File: src/rtl/seq_divider.sv
// seq_divider: iterative signed divider, 2W-bit dividend / W-bit divisor.
// Restoring shift/subtract on magnitudes, one quotient bit per clock, followed
// by a fix-up edge that applies signs, range-checks and saturates.
//
// Ports:
//   clk        rising-edge clock
//   rst        synchronous active-high reset
//   start      request, accepted on a rising edge while busy=0
//   dividend   2W-bit signed dividend, sampled on the accepting edge
//   divisor    W-bit signed divisor, sampled on the accepting edge
//   busy       high while an operation is in progress (CALC and FIX)
//   done       one-cycle pulse, results valid from this cycle on
//   quotient   W-bit signed quotient, truncated toward zero
//   remainder  W-bit signed remainder, sign of the dividend
//   ovf        quotient did not fit in W-bit signed (saturated)
//   dbz        divisor was zero
module seq_divider #(
  parameter int W = 8
) (
  input  logic           clk,
  input  logic           rst,
  input  logic           start,
  input  logic [2*W-1:0] dividend,
  input  logic [W-1:0]   divisor,
  output logic           busy,
  output logic           done,
  output logic [W-1:0]   quotient,
  output logic [W-1:0]   remainder,
  output logic           ovf,
  output logic           dbz
);

  localparam int CW = $clog2(2*W);

  typedef enum logic [1:0] {IDLE, CALC, FIX, DONE} state_t;

  state_t         state_reg, state_next;
  logic [CW-1:0]  count_reg;
  logic [2*W-1:0] dq_reg;       // dividend magnitude shifts out, quotient bits shift in
  logic [W:0]     part_reg;     // partial remainder
  logic [W-1:0]   dsr_reg;      // divisor magnitude
  logic           dend_neg_reg;
  logic           dsr_neg_reg;
  logic           accept;
  logic           last_step;

  assign last_step = (count_reg == CW'(2*W-1));

  // ---------------- FSM ----------------
  always_ff @(posedge clk) begin
    if (rst) state_reg <= IDLE;
    else     state_reg <= state_next;
  end

  always_comb begin
    state_next = state_reg;
    busy       = 1'b0;
    done       = 1'b0;
    accept     = 1'b0;
    case (state_reg)
      IDLE: begin
        if (start) begin
          state_next = CALC;
          accept     = 1'b1;
        end
      end
      CALC: begin
        busy = 1'b1;
        if (last_step) state_next = FIX;
      end
      FIX: begin
        busy       = 1'b1;
        state_next = DONE;
      end
      DONE: begin
        done = 1'b1;
        if (start) begin
          state_next = CALC;
          accept     = 1'b1;
        end else begin
          state_next = IDLE;
        end
      end
      default: state_next = IDLE;
    endcase
  end

  // ---------------- step logic ----------------
  logic [W:0]   part_sh;
  logic [W+1:0] trial;

  // Partial remainder stays below the divisor magnitude (<= 2^(W-1)), so after
  // the shift it fits in W+1 bits; one extra bit holds the trial's sign.
  assign part_sh = {part_reg[W-1:0], dq_reg[2*W-1]};
  assign trial   = {1'b0, part_sh} - {2'b00, dsr_reg};

  // ---------------- fix-up logic ----------------
  localparam logic [2*W-1:0] QPOS_MAX = (2*W)'((1 << (W-1)) - 1);
  localparam logic [2*W-1:0] QNEG_MAX = (2*W)'(1 << (W-1));

  logic         q_neg;
  logic         q_range_err;
  logic [W-1:0] q_signed;
  logic [W-1:0] r_signed;
  logic [W-1:0] q_sat;

  assign q_neg       = dend_neg_reg ^ dsr_neg_reg;
  // Negative results may reach -2^(W-1); positive ones only 2^(W-1)-1.
  assign q_range_err = q_neg ? (dq_reg > QNEG_MAX) : (dq_reg > QPOS_MAX);
  assign q_signed    = q_neg ? (W'(0) - dq_reg[W-1:0]) : dq_reg[W-1:0];
  assign r_signed    = dend_neg_reg ? (W'(0) - part_reg[W-1:0]) : part_reg[W-1:0];
  assign q_sat       = q_neg ? {1'b1, {(W-1){1'b0}}} : {1'b0, {(W-1){1'b1}}};

  // ---------------- datapath ----------------
  always_ff @(posedge clk) begin
    if (rst) begin
      count_reg    <= '0;
      dq_reg       <= '0;
      part_reg     <= '0;
      dsr_reg      <= '0;
      dend_neg_reg <= 1'b0;
      dsr_neg_reg  <= 1'b0;
      quotient     <= '0;
      remainder    <= '0;
      ovf          <= 1'b0;
      dbz          <= 1'b0;
    end else if (accept) begin
      // Magnitudes as unsigned: the most negative value maps to 2^(n-1).
      dend_neg_reg <= dividend[2*W-1];
      dsr_neg_reg  <= divisor[W-1];
      dq_reg       <= dividend[2*W-1] ? (2*W)'(0) - dividend : dividend;
      dsr_reg      <= divisor[W-1] ? W'(0) - divisor : divisor;
      part_reg     <= '0;
      count_reg    <= '0;
    end else if (state_reg == CALC) begin
      if (!trial[W+1]) begin
        part_reg <= trial[W:0];
        dq_reg   <= {dq_reg[2*W-2:0], 1'b1};
      end else begin
        part_reg <= part_sh;
        dq_reg   <= {dq_reg[2*W-2:0], 1'b0};
      end
      count_reg <= count_reg + CW'(1);
    end else if (state_reg == FIX) begin
      if (dsr_reg == '0) begin
        quotient  <= '0;
        remainder <= '0;
        ovf       <= 1'b0;
        dbz       <= 1'b1;
      end else if (q_range_err) begin
        quotient  <= q_sat;
        remainder <= '0;
        ovf       <= 1'b1;
        dbz       <= 1'b0;
      end else begin
        quotient  <= q_signed;
        remainder <= r_signed;
        ovf       <= 1'b0;
        dbz       <= 1'b0;
      end
    end
  end

endmodule
File: config.mk
export PLATFORM = sky130hd
export DESIGN_NAME = seq_divider
export DESIGN_NICKNAME = d
export VERILOG_FILES = /design/src/rtl/seq_divider.sv
export SDC_FILE = /design/constraint.sdc
export NUM_CORES = 1
export LEC_CHECK = 0
export CAP_MARGIN = 20
export CORE_UTILIZATION = 35
export CTS_BUF_LIST = sky130_fd_sc_hd__clkbuf_8 sky130_fd_sc_hd__clkbuf_16
export CTS_CLUSTER_SIZE = 30
export DETAILED_ROUTE_END_ITERATION = 7
export GPL_ROUTABILITY_DRIVEN = 0
export SYNTH_ARGS = -nofsm -noshare
export SYNTH_HDL_FRONTEND = slang
export SYNTH_SLANG_ARGS = --single-unit
File: constraint.sdc
create_clock -name clk -period 4.8 [get_ports clk]
set_clock_uncertainty 0.1 [all_clocks]
set_input_delay 0.96 -clock clk [delete_from_list [all_inputs] [get_ports clk]]
set_output_delay 0.96 -clock clk [all_outputs]
set_load 0.05 [all_outputs]
==> impl_metrics.yaml, run 1 <==
sta:
  hold_viol: 0
  finalSetupViolations: 0
  post-route-min-period_ns: 3.09
  timing_limited_maximum_frequency_mhz: 324
  unrepaired_setup_endpoints_after_global_routing: "false"
  max-slew-margin-rel_pct: 48.9
  timing_worst_slew_pin_value_ns: 0.759
  timing.setup.tns_ns: 0
  min_period_over_period_pct: 64.3
  maxSlewViolCount: 0
clocking:
  post_cts_hold_buffer_count: 0
  post_cts_resize_count: 0
  cts.clk_slew.worst_paths_ns: 0.07
  tritoncts.num_buffers: 9
  clkSinkCount: 58
  post_cts.repair.setup_buffers: 0
  clk_path_buf_depth: 2
  cts-htree-levels: 3
  cts_tree: "built"
  ctsRootBufferMaster: "sky130_fd_sc_hd__clkbuf_8"
  clk_latency_ns: 0.33
detailed_routing:
  dr.pass1.iters: 4
  wire_per_inst_um: 13.2
  wl_um: 8300
  post_detailed_route_drc_marker_count: 0
  route.detailed.vias_per_inst: 5.22
  total_via_count_in_the_routed_design: 3283
  detail-route-antenna-nets: 0
  drtIter0Drc: 163
yosys:
  ys_async_sr_fraction_pct: 0
  syn-num-nets: 497
  post_synth_inst_count: 451
  synthFlopType: "sky130_fd_sc_hd__dfxtp_1"
  ys_types: 49
  synthesis.area_per_instance_um2: 7.95
  seq_area_frac_synth_pct: 32.4
  synth-warning-count: 0
  synth_area_mm2: 0.00359
  synth-seq-cells: 58
  synth-edff-count: 0
global_route:
  gr-total-overflow: 0
  grtUsageMet3_pct: 3.16
  grt_first_pass_wirelength_um: 13700
  antenna_violations_before_repair: 0
  grt_max_degree: 52
  busiest_layer: "met2"
  via_count_of_the_first_global_routing_pass: 2862
  gr-usage-all-layers_pct: 16.4
  grt_use_met1_pct: 24.0
  grt_use_met2_pct: 24.3
worst_setup_path:
  slowest_delay_ns: 0.82
  critical_path.endpoint: "busy"
  regToRegSetupSlack_ns: 1.99
  setup.worst_path.end_class: "output port"
  reg2regPathDepth: 7
  crit_path_cell_trace: "inv_1, ha_1, clkdlybuf4s50_1"
  critical_path.slowest_cell: "sky130_fd_sc_hd__clkdlybuf4s50_1"
  critical_path_required_ns: 3.74
  timing.critical_path.fanout_max: 4
  worst-setup-path-type: "flip-flop to output port"
  crit_path_start: "state_reg[1]$_SDFFE_PP0P_"
  reg2reg_from: "state_reg[1]$_SDFFE_PP0P_"
  timing.critical_path.arrival_ns: 2.03
  startpoint_type: "flip-flop"
  critical_path.reg2reg.endpoint: "remainder[7]$_SDFFE_PP0P_"
floorplanning:
  floorplan.initialDensity_pct: 36.4
  design.die.area_mm2: 0.0107
  die-height_um: 103
  die-width_um: 103
  row_count: 36
  coreArea_mm2: 0.00986
  floorplan.io_pins: 47
final_layout:
  largest_register_ff_count: 16
  proportion_of_layout_cells_with_a_drive_suffix_above_1_pct: 5.85
  antennaDiodeCount: 0
  layout_common_cells: "58 x sky130_fd_sc_hd__dfxtp_1, 48 x sky130_fd_sc_hd__nand2_1, 46 x sky130_fd_sc_hd__clkdlybuf4s50_1, 37 x sky130_fd_sc_hd__nor2_1, 36 x sky130_fd_sc_hd__o21ai_0"
  layout.cells.most_common: "sky130_fd_sc_hd__dfxtp_1"
  design.final.nets: 537
  area.growth.synth_to_final_pct: 23.2
worst_hold_path:
  hp-class: "flip-flop to flip-flop"
pwr:
  power_density_mw_per_mm2: 550
  leakage_uw: 0.00164
  design_power_total_uw: 2430
  power.ir.vdd_worst_v: 0.000198
placed_design:
  detailedPlacementHpwl_um: 6240
  input_output_buffers: 46
flow_run:
  drv_cap: 0
run_status:
  status: "completed"
## worst min path at each step
stage                              startpoint                         to  slack, ns  cells after the start
floorplan             dsr_reg[7]$_SDFFE_PP0P_    dsr_reg[7]$_SDFFE_PP0P_       0.34                      2
global placement     quotient[0]$_SDFFE_PP0P_   quotient[0]$_SDFFE_PP0P_       0.33                      2
detailed placement  remainder[6]$_SDFFE_PP0P_  remainder[6]$_SDFFE_PP0P_       0.34                      2
CTS                  quotient[7]$_SDFFE_PP0P_   quotient[7]$_SDFFE_PP0P_       0.35                      2
global route         quotient[6]$_SDFFE_PP0P_   quotient[6]$_SDFFE_PP0P_       0.38                      2
finish               quotient[7]$_SDFFE_PP0P_   quotient[7]$_SDFFE_PP0P_       0.35                      2
## metrics by stage
stage               utilization, %  hold WS, ns  cells  instance area, um^2  setup slack, ns
floorplan                        -        0.340    451                 3590             2.23
global placement              42.1        0.334    612                 4160             1.46
detailed placement            42.1        0.344    612                 4160             1.36
CTS                           44.7        0.354    628                 4410             1.71
global route                  44.8        0.377    629                 4420             1.47
finish                        44.8        0.346    629                 4420             1.71
## critical path, delay by kind of cell (launching register included)
family                   cells  cell delay [ns]
flip-flops                   1             0.40
adder cells (fa/ha/maj)      1             0.36
buffers and inverters        2             0.93
## layer usage
metal | part of all wire (%) | up-vias
met5 | 0 | -
met4 | 0.84 | 0
met3 | 3.6 | 7
met2 | 42 | 74
met1 | 53 | 1484
li1 | - | 1718
## power by group
part           total (uW)  switching [uW]  internal (uW)  leakage [uW]
combinational        1150             698            452       0.00104
sequential            717             131            586      0.000474
clock                 564             192            371      0.000129
## layout make-up
class	instances	area, um^2
Clock buffer	11	151
Multi-Input combinational cell	351	2270
Sequential cell	58	1160
Clock inverter	5	100
Timing Repair Buffer	50	490
Fill cell	1004	5450
Tap cell	133	166
Inverter	21	78.8
## cell families after synthesis
family / count (synthesis) / share of synthesized area (%)
adders and majority gates: 19 / 6.84
DFF: 58 / 32.4
buffers and inverters: 42 / 4.43
muxes: 11 / 3.11
AOI/OAI and AO/OA: 128 / 23.6
xor gates and xnor gates: 30 / 7.33
and+or+nand+nor: 163 / 22.3
## cells in the mapped netlist, types with 3 or more instances
cell type	number	share of area (%)
sky130_fd_sc_hd__o211ai_1	6	1.3
sky130_fd_sc_hd__nor2b_1	14	2.4
sky130_fd_sc_hd__or3_1	6	1.0
sky130_fd_sc_hd__o31ai_1	7	1.5
sky130_fd_sc_hd__a221oi_1	6	1.5
sky130_fd_sc_hd__and3_1	5	0.87
sky130_fd_sc_hd__nand2_1	48	5.0
sky130_fd_sc_hd__nand3_1	14	2.0
sky130_fd_sc_hd__nand2b_1	11	1.9
sky130_fd_sc_hd__a21oi_1	24	3.3
sky130_fd_sc_hd__o311ai_0	3	0.73
sky130_fd_sc_hd__xnor2_1	8	2.0
sky130_fd_sc_hd__nor4_1	4	0.70
sky130_fd_sc_hd__clkbuf_1	16	1.7
sky130_fd_sc_hd__inv_1	21	2.2
sky130_fd_sc_hd__dfxtp_1	58	32
sky130_fd_sc_hd__a31oi_1	7	1.2
sky130_fd_sc_hd__xor2_1	22	5.4
sky130_fd_sc_hd__a211oi_1	23	4.8
sky130_fd_sc_hd__mux2i_1	10	2.8
sky130_fd_sc_hd__o21ai_0	36	5.0
sky130_fd_sc_hd__nor3b_1	3	0.63
sky130_fd_sc_hd__nor3_1	10	1.4
sky130_fd_sc_hd__or4_1	3	0.63
sky130_fd_sc_hd__nor2_1	37	3.9
sky130_fd_sc_hd__buf_1	4	0.42
sky130_fd_sc_hd__ha_1	18	6.3
Note: power is estimated with default switching activity, not from simulation.
==> run 2, diff against run 1 <==
Clock period 4.8 ns to 3 ns, I/O delays scaled along.
==> impl_metrics.yaml, run 2 (synthesized netlist as in run 1, its figures left out) <==
detailed_routing:
  drtIter0Drc: 136
  wl_um: 8350
  wire_per_inst_um: 13.2
  total_via_count_in_the_routed_design: 3317
  post_detailed_route_drc_marker_count: 0
  route.detailed.vias_per_inst: 5.22
  detail-route-antenna-nets: 0
  dr.pass1.iters: 4
sta:
  unrepaired_setup_endpoints_after_global_routing: "false"
  post-route-min-period_ns: 2.73
  timing.setup.tns_ns: 0
  finalSetupViolations: 0
  timing_worst_slew_pin_value_ns: 0.990
  maxSlewViolCount: 0
  hold_slack_ns: 0.348
  hold_viol: 0
  min_period_over_period_pct: 91.1
  max-slew-margin-rel_pct: 33.9
  timing_limited_maximum_frequency_mhz: 366
floorplanning:
  coreArea_mm2: 0.00986
  floorplan.initialDensity_pct: 36.4
  row_count: 36
  die-height_um: 103
  floorplan.io_pins: 47
  die-width_um: 103
  design.die.area_mm2: 0.0107
worst_setup_path:
  crit_path_start: "state_reg[0]$_SDFFE_PP0P_"
  reg2regPathDepth: 7
  regToRegSetupSlack_ns: 0.49
  critical_path.endpoint: "busy"
  critical_path.slowest_cell: "sky130_fd_sc_hd__clkdlybuf4s50_1"
  slowest_delay_ns: 0.82
  startpoint_type: "flip-flop"
  critical-path-top-delay-family: "buffers and inverters"
  cp.depth: 3
  critical_path.reg2reg.endpoint: "quotient[5]$_SDFFE_PP0P_"
  critical_path_required_ns: 2.30
  crit_path_cell_trace: "inv_1, ha_1, clkdlybuf4s50_1"
  worst-setup-path-type: "flip-flop to output port"
  setup.worst_path.end_class: "output port"
  timing.critical_path.fanout_max: 4
  critPathBufInv: 2
  timing.critical_path.arrival_ns: 2.03
  reg2reg_from: "state_reg[0]$_SDFFE_PP0P_"
placed_design:
  input_output_buffers: 46
  detailedPlacementHpwl_um: 6390
  placed_area_mm2: 0.00421
final_layout:
  proportion_of_layout_cells_with_a_drive_suffix_above_1_pct: 6.97
  largest_register_ff_count: 16
  layout_common_cells: "58 x sky130_fd_sc_hd__dfxtp_1, 48 x sky130_fd_sc_hd__nand2_1, 46 x sky130_fd_sc_hd__clkdlybuf4s50_1, 37 x sky130_fd_sc_hd__nor2_1, 36 x sky130_fd_sc_hd__o21ai_0"
  post-route-util_pct: 44.6
  layout.cells.most_common: "sky130_fd_sc_hd__dfxtp_1"
  area.growth.synth_to_final_pct: 22.8
  antennaDiodeCount: 0
  design.final.nets: 543
  final_cell_area_mm2: 0.00440
pwr:
  power.ir.vdd_worst_v: 0.000278
  leakage_uw: 0.00163
  design_power_total_uw: 3740
  power_density_mw_per_mm2: 849
worst_hold_path:
  hp-class: "flip-flop to flip-flop"
global_route:
  busiest_layer: "met2"
  grt_use_met1_pct: 23.2
  grtUsageMet3_pct: 2.42
  antenna_violations_before_repair: 0
  grt_max_degree: 52
  grt_first_pass_wirelength_um: 13900
  gr-total-overflow: 0
  grt_use_met2_pct: 25.8
  gr-usage-all-layers_pct: 16.6
  via_count_of_the_first_global_routing_pass: 2972
flow_run:
  drv_cap: 0
clocking:
  clk_path_buf_depth: 2
  cts.clk_slew.worst_paths_ns: 0.07
  post_cts_resize_count: 0
  clk_latency_ns: 0.35
  clkSinkCount: 58
  post_cts.repair.setup_buffers: 0
  tritoncts.num_buffers: 9
  post_cts_hold_buffer_count: 0
  cts-htree-levels: 3
  cts_tree: "built"
  ctsRootBufferMaster: "sky130_fd_sc_hd__clkbuf_8"
run_status:
  status: "completed"
run 2: worst min-delay path by stage:
stage               cells past startpoint                 startpoint                        end  slack, ns
floorplan                               2    dsr_reg[7]$_SDFFE_PP0P_    dsr_reg[7]$_SDFFE_PP0P_       0.34
global placement                        2   quotient[7]$_SDFFE_PP0P_   quotient[7]$_SDFFE_PP0P_       0.34
detailed placement                      2  remainder[2]$_SDFFE_PP0P_  remainder[2]$_SDFFE_PP0P_       0.34
CTS                                     2   quotient[7]$_SDFFE_PP0P_   quotient[7]$_SDFFE_PP0P_       0.36
global route                            2   quotient[7]$_SDFFE_PP0P_   quotient[7]$_SDFFE_PP0P_       0.36
finish                                  2   quotient[7]$_SDFFE_PP0P_   quotient[7]$_SDFFE_PP0P_       0.35
run 2: routing by layer:
metal / share of wire (%) / up-vias
met3: 3.9 / 10
met1: 52 / 1496
met2: 42 / 83
met5: 0 / -
met4: 1.4 / 0
li1: - / 1728
run 2: per-stage QoR:
step           setup WS [ns]  cells
4_1_cts                0.265    635
6_report               0.266    635
3_5_place_dp           0.201    619
3_3_place_gp           0.266    619
5_1_grt                0.188    635
2_1_floorplan          0.607    451
run 2: worst register-to-register path: cells and delay by family (launching register included):
kind	cells	cell delay (ns)
and+or+nand+nor	5	1.47
DFF	1	0.39
adders and majority gates	1	0.36
buffers and inverters	1	0.12
run 2: report_power, final:
| group | total, uW | internal, uW | switching, uW |
|---|---|---|---|
| clock network | 712 | 379 | 333 |
| logic | 1880 | 763 | 1120 |
| registers | 1150 | 938 | 213 |
| total | 3740 | 2080 | 1660 |
run 2: layout make-up:
class / instances / area, um^2
tap: 133 / 166
timing repair buffer: 56 / 536
inverter: 21 / 78.8
clock inverter: 7 / 70.1
sequential: 58 / 1160
multi-input combinational: 351 / 2270
clock buffer: 9 / 124
fill: 1018 / 5460
==> run 3, diff against run 2 <==
Settings changed: CORE_MARGIN set to 3.
==> impl_metrics.yaml, run 3 (synthesized netlist as in run 1, its figures left out) <==
global_route:
  antenna_violations_before_repair: 0
  via_count_of_the_first_global_routing_pass: 3012
  grt_first_pass_wirelength_um: 14200
  grt_max_degree: 52
  gr-total-overflow: 0
  gr-usage-all-layers_pct: 15.1
clocking:
  cts_tree: "built"
  tritoncts.num_buffers: 9
  clk_path_buf_depth: 2
  post_cts_resize_count: 0
  cts.clk_slew.worst_paths_ns: 0.07
  cts-htree-levels: 3
  post_cts.repair.setup_buffers: 0
  clkSinkCount: 58
  clk_latency_ns: 0.33
  post_cts_hold_buffer_count: 0
  ctsRootBufferMaster: "sky130_fd_sc_hd__clkbuf_8"
final_layout:
  layout_common_cells: "58 x sky130_fd_sc_hd__dfxtp_1, 48 x sky130_fd_sc_hd__nand2_1, 46 x sky130_fd_sc_hd__clkdlybuf4s50_1, 37 x sky130_fd_sc_hd__nor2_1, 36 x sky130_fd_sc_hd__o21ai_0"
  antennaDiodeCount: 0
  design.final.nets: 541
  proportion_of_layout_cells_with_a_drive_suffix_above_1_pct: 6.40
  area.growth.synth_to_final_pct: 22.2
  largest_register_ff_count: 16
  layout.cells.most_common: "sky130_fd_sc_hd__dfxtp_1"
detailed_routing:
  post_detailed_route_drc_marker_count: 0
  total_via_count_in_the_routed_design: 3273
  wl_um: 8360
  wire_per_inst_um: 13.2
  route.detailed.vias_per_inst: 5.17
  dr.pass1.iters: 5
  detail-route-antenna-nets: 0
  drtIter0Drc: 153
worst_setup_path:
  timing.critical_path.fanout_max: 4
  critical_path_required_ns: 2.30
  slowest_delay_ns: 0.83
  crit_path_cell_trace: "inv_1, ha_1, clkdlybuf4s50_1"
  startpoint_type: "flip-flop"
  critical_path.slowest_cell: "sky130_fd_sc_hd__clkdlybuf4s50_1"
  critPathBufInv: 2
  timing.critical_path.arrival_ns: 2.01
  critical-path-top-delay-family: "buffers and inverters"
  setup.worst_path.end_class: "output port"
  worst-setup-path-type: "flip-flop to output port"
sta:
  finalSetupViolations: 0
  unrepaired_setup_endpoints_after_global_routing: "false"
  max-slew-margin-rel_pct: 36.5
  timing.setup.tns_ns: 0
  maxSlewViolCount: 0
  hold_slack_ns: 0.351
  hold_viol: 0
  timing_worst_slew_pin_value_ns: 0.951
  post-route-min-period_ns: 2.71
  timing_limited_maximum_frequency_mhz: 369
  min_period_over_period_pct: 90.4
  postLayoutSetupSlackWorst_ns: 0.289
run_status:
  status: "completed"
placed_design:
  input_output_buffers: 46
  detailedPlacementHpwl_um: 6400
  post-place-ws_ns: 0.223
pwr:
  power_density_mw_per_mm2: 841
  power.ir.vdd_worst_v: 0.000274
  design_power_total_uw: 3680
  leakage_uw: 0.00163
flow_run:
  drv_cap: 0
worst_hold_path:
  hp-class: "flip-flop to flip-flop"
floorplanning:
  coreArea_mm2: 0.00986
  floorplan.io_pins: 47
  die-width_um: 107
  die-height_um: 107
  design.die.area_mm2: 0.0115
  floorplan.initialDensity_pct: 36.4
  row_count: 36
run 3: report_power, final:
part | internal (uW) | switching (uW)
combinational | 751 | 1110
clock | 374 | 308
sequential | 938 | 206
total | 2060 | 1620
run 3: final timing paths:
check             cells after the start  slack, ns                       from                  endpoint
hold / removal                        2       0.35   quotient[7]$_SDFFE_PP0P_  quotient[7]$_SDFFE_PP0P_
setup reg to reg                      6       0.54   part_reg[5]$_SDFFE_PP0P_    dq_reg[0]$_SDFFE_PP0P_
setup / recovery                      3       0.29  state_reg[0]$_SDFFE_PP0P_                      busy
hold reg to reg                       2       0.35   quotient[7]$_SDFFE_PP0P_  quotient[7]$_SDFFE_PP0P_
run 3: cell type report:
class	instances	area, um^2
Sequential cell	58	1160
Timing Repair Buffer	54	520
Inverter	21	78.8
Clock buffer	9	124
Multi-Input combinational cell	351	2270
Fill cell	989	5480
Tap cell	133	166
Clock inverter	7	61.3
run 3: per-layer routing:
layer	global-route usage, %	share of wire (%)	vias up
li1	-	-	1722
met1	22.1	52	1461
met2	22.3	42	82
met3	2.29	4.6	8
met4	5.66	1.3	0
met5	0	0	-
run 3: metrics by stage:
step | util, % | cells | cell area (um^2)
after global placement | 42.5 | 617 | 4200
after global routing | 44.4 | 633 | 4380
after detailed placement | 42.5 | 617 | 4200
final | 44.4 | 633 | 4380
after floorplan | - | 451 | 3590
after CTS | 44.4 | 633 | 4380
run 3: worst register-to-register path: stages (launching register included):
cell and delay, ns:
sky130_fd_sc_hd__dfxtp_1 0.47, sky130_fd_sc_hd__ha_1 0.35, sky130_fd_sc_hd__a211oi_1 0.28, sky130_fd_sc_hd__o21ai_0 0.18
sky130_fd_sc_hd__o211ai_1 0.60, sky130_fd_sc_hd__and3_1 0.27, sky130_fd_sc_hd__o32ai_1 0.08
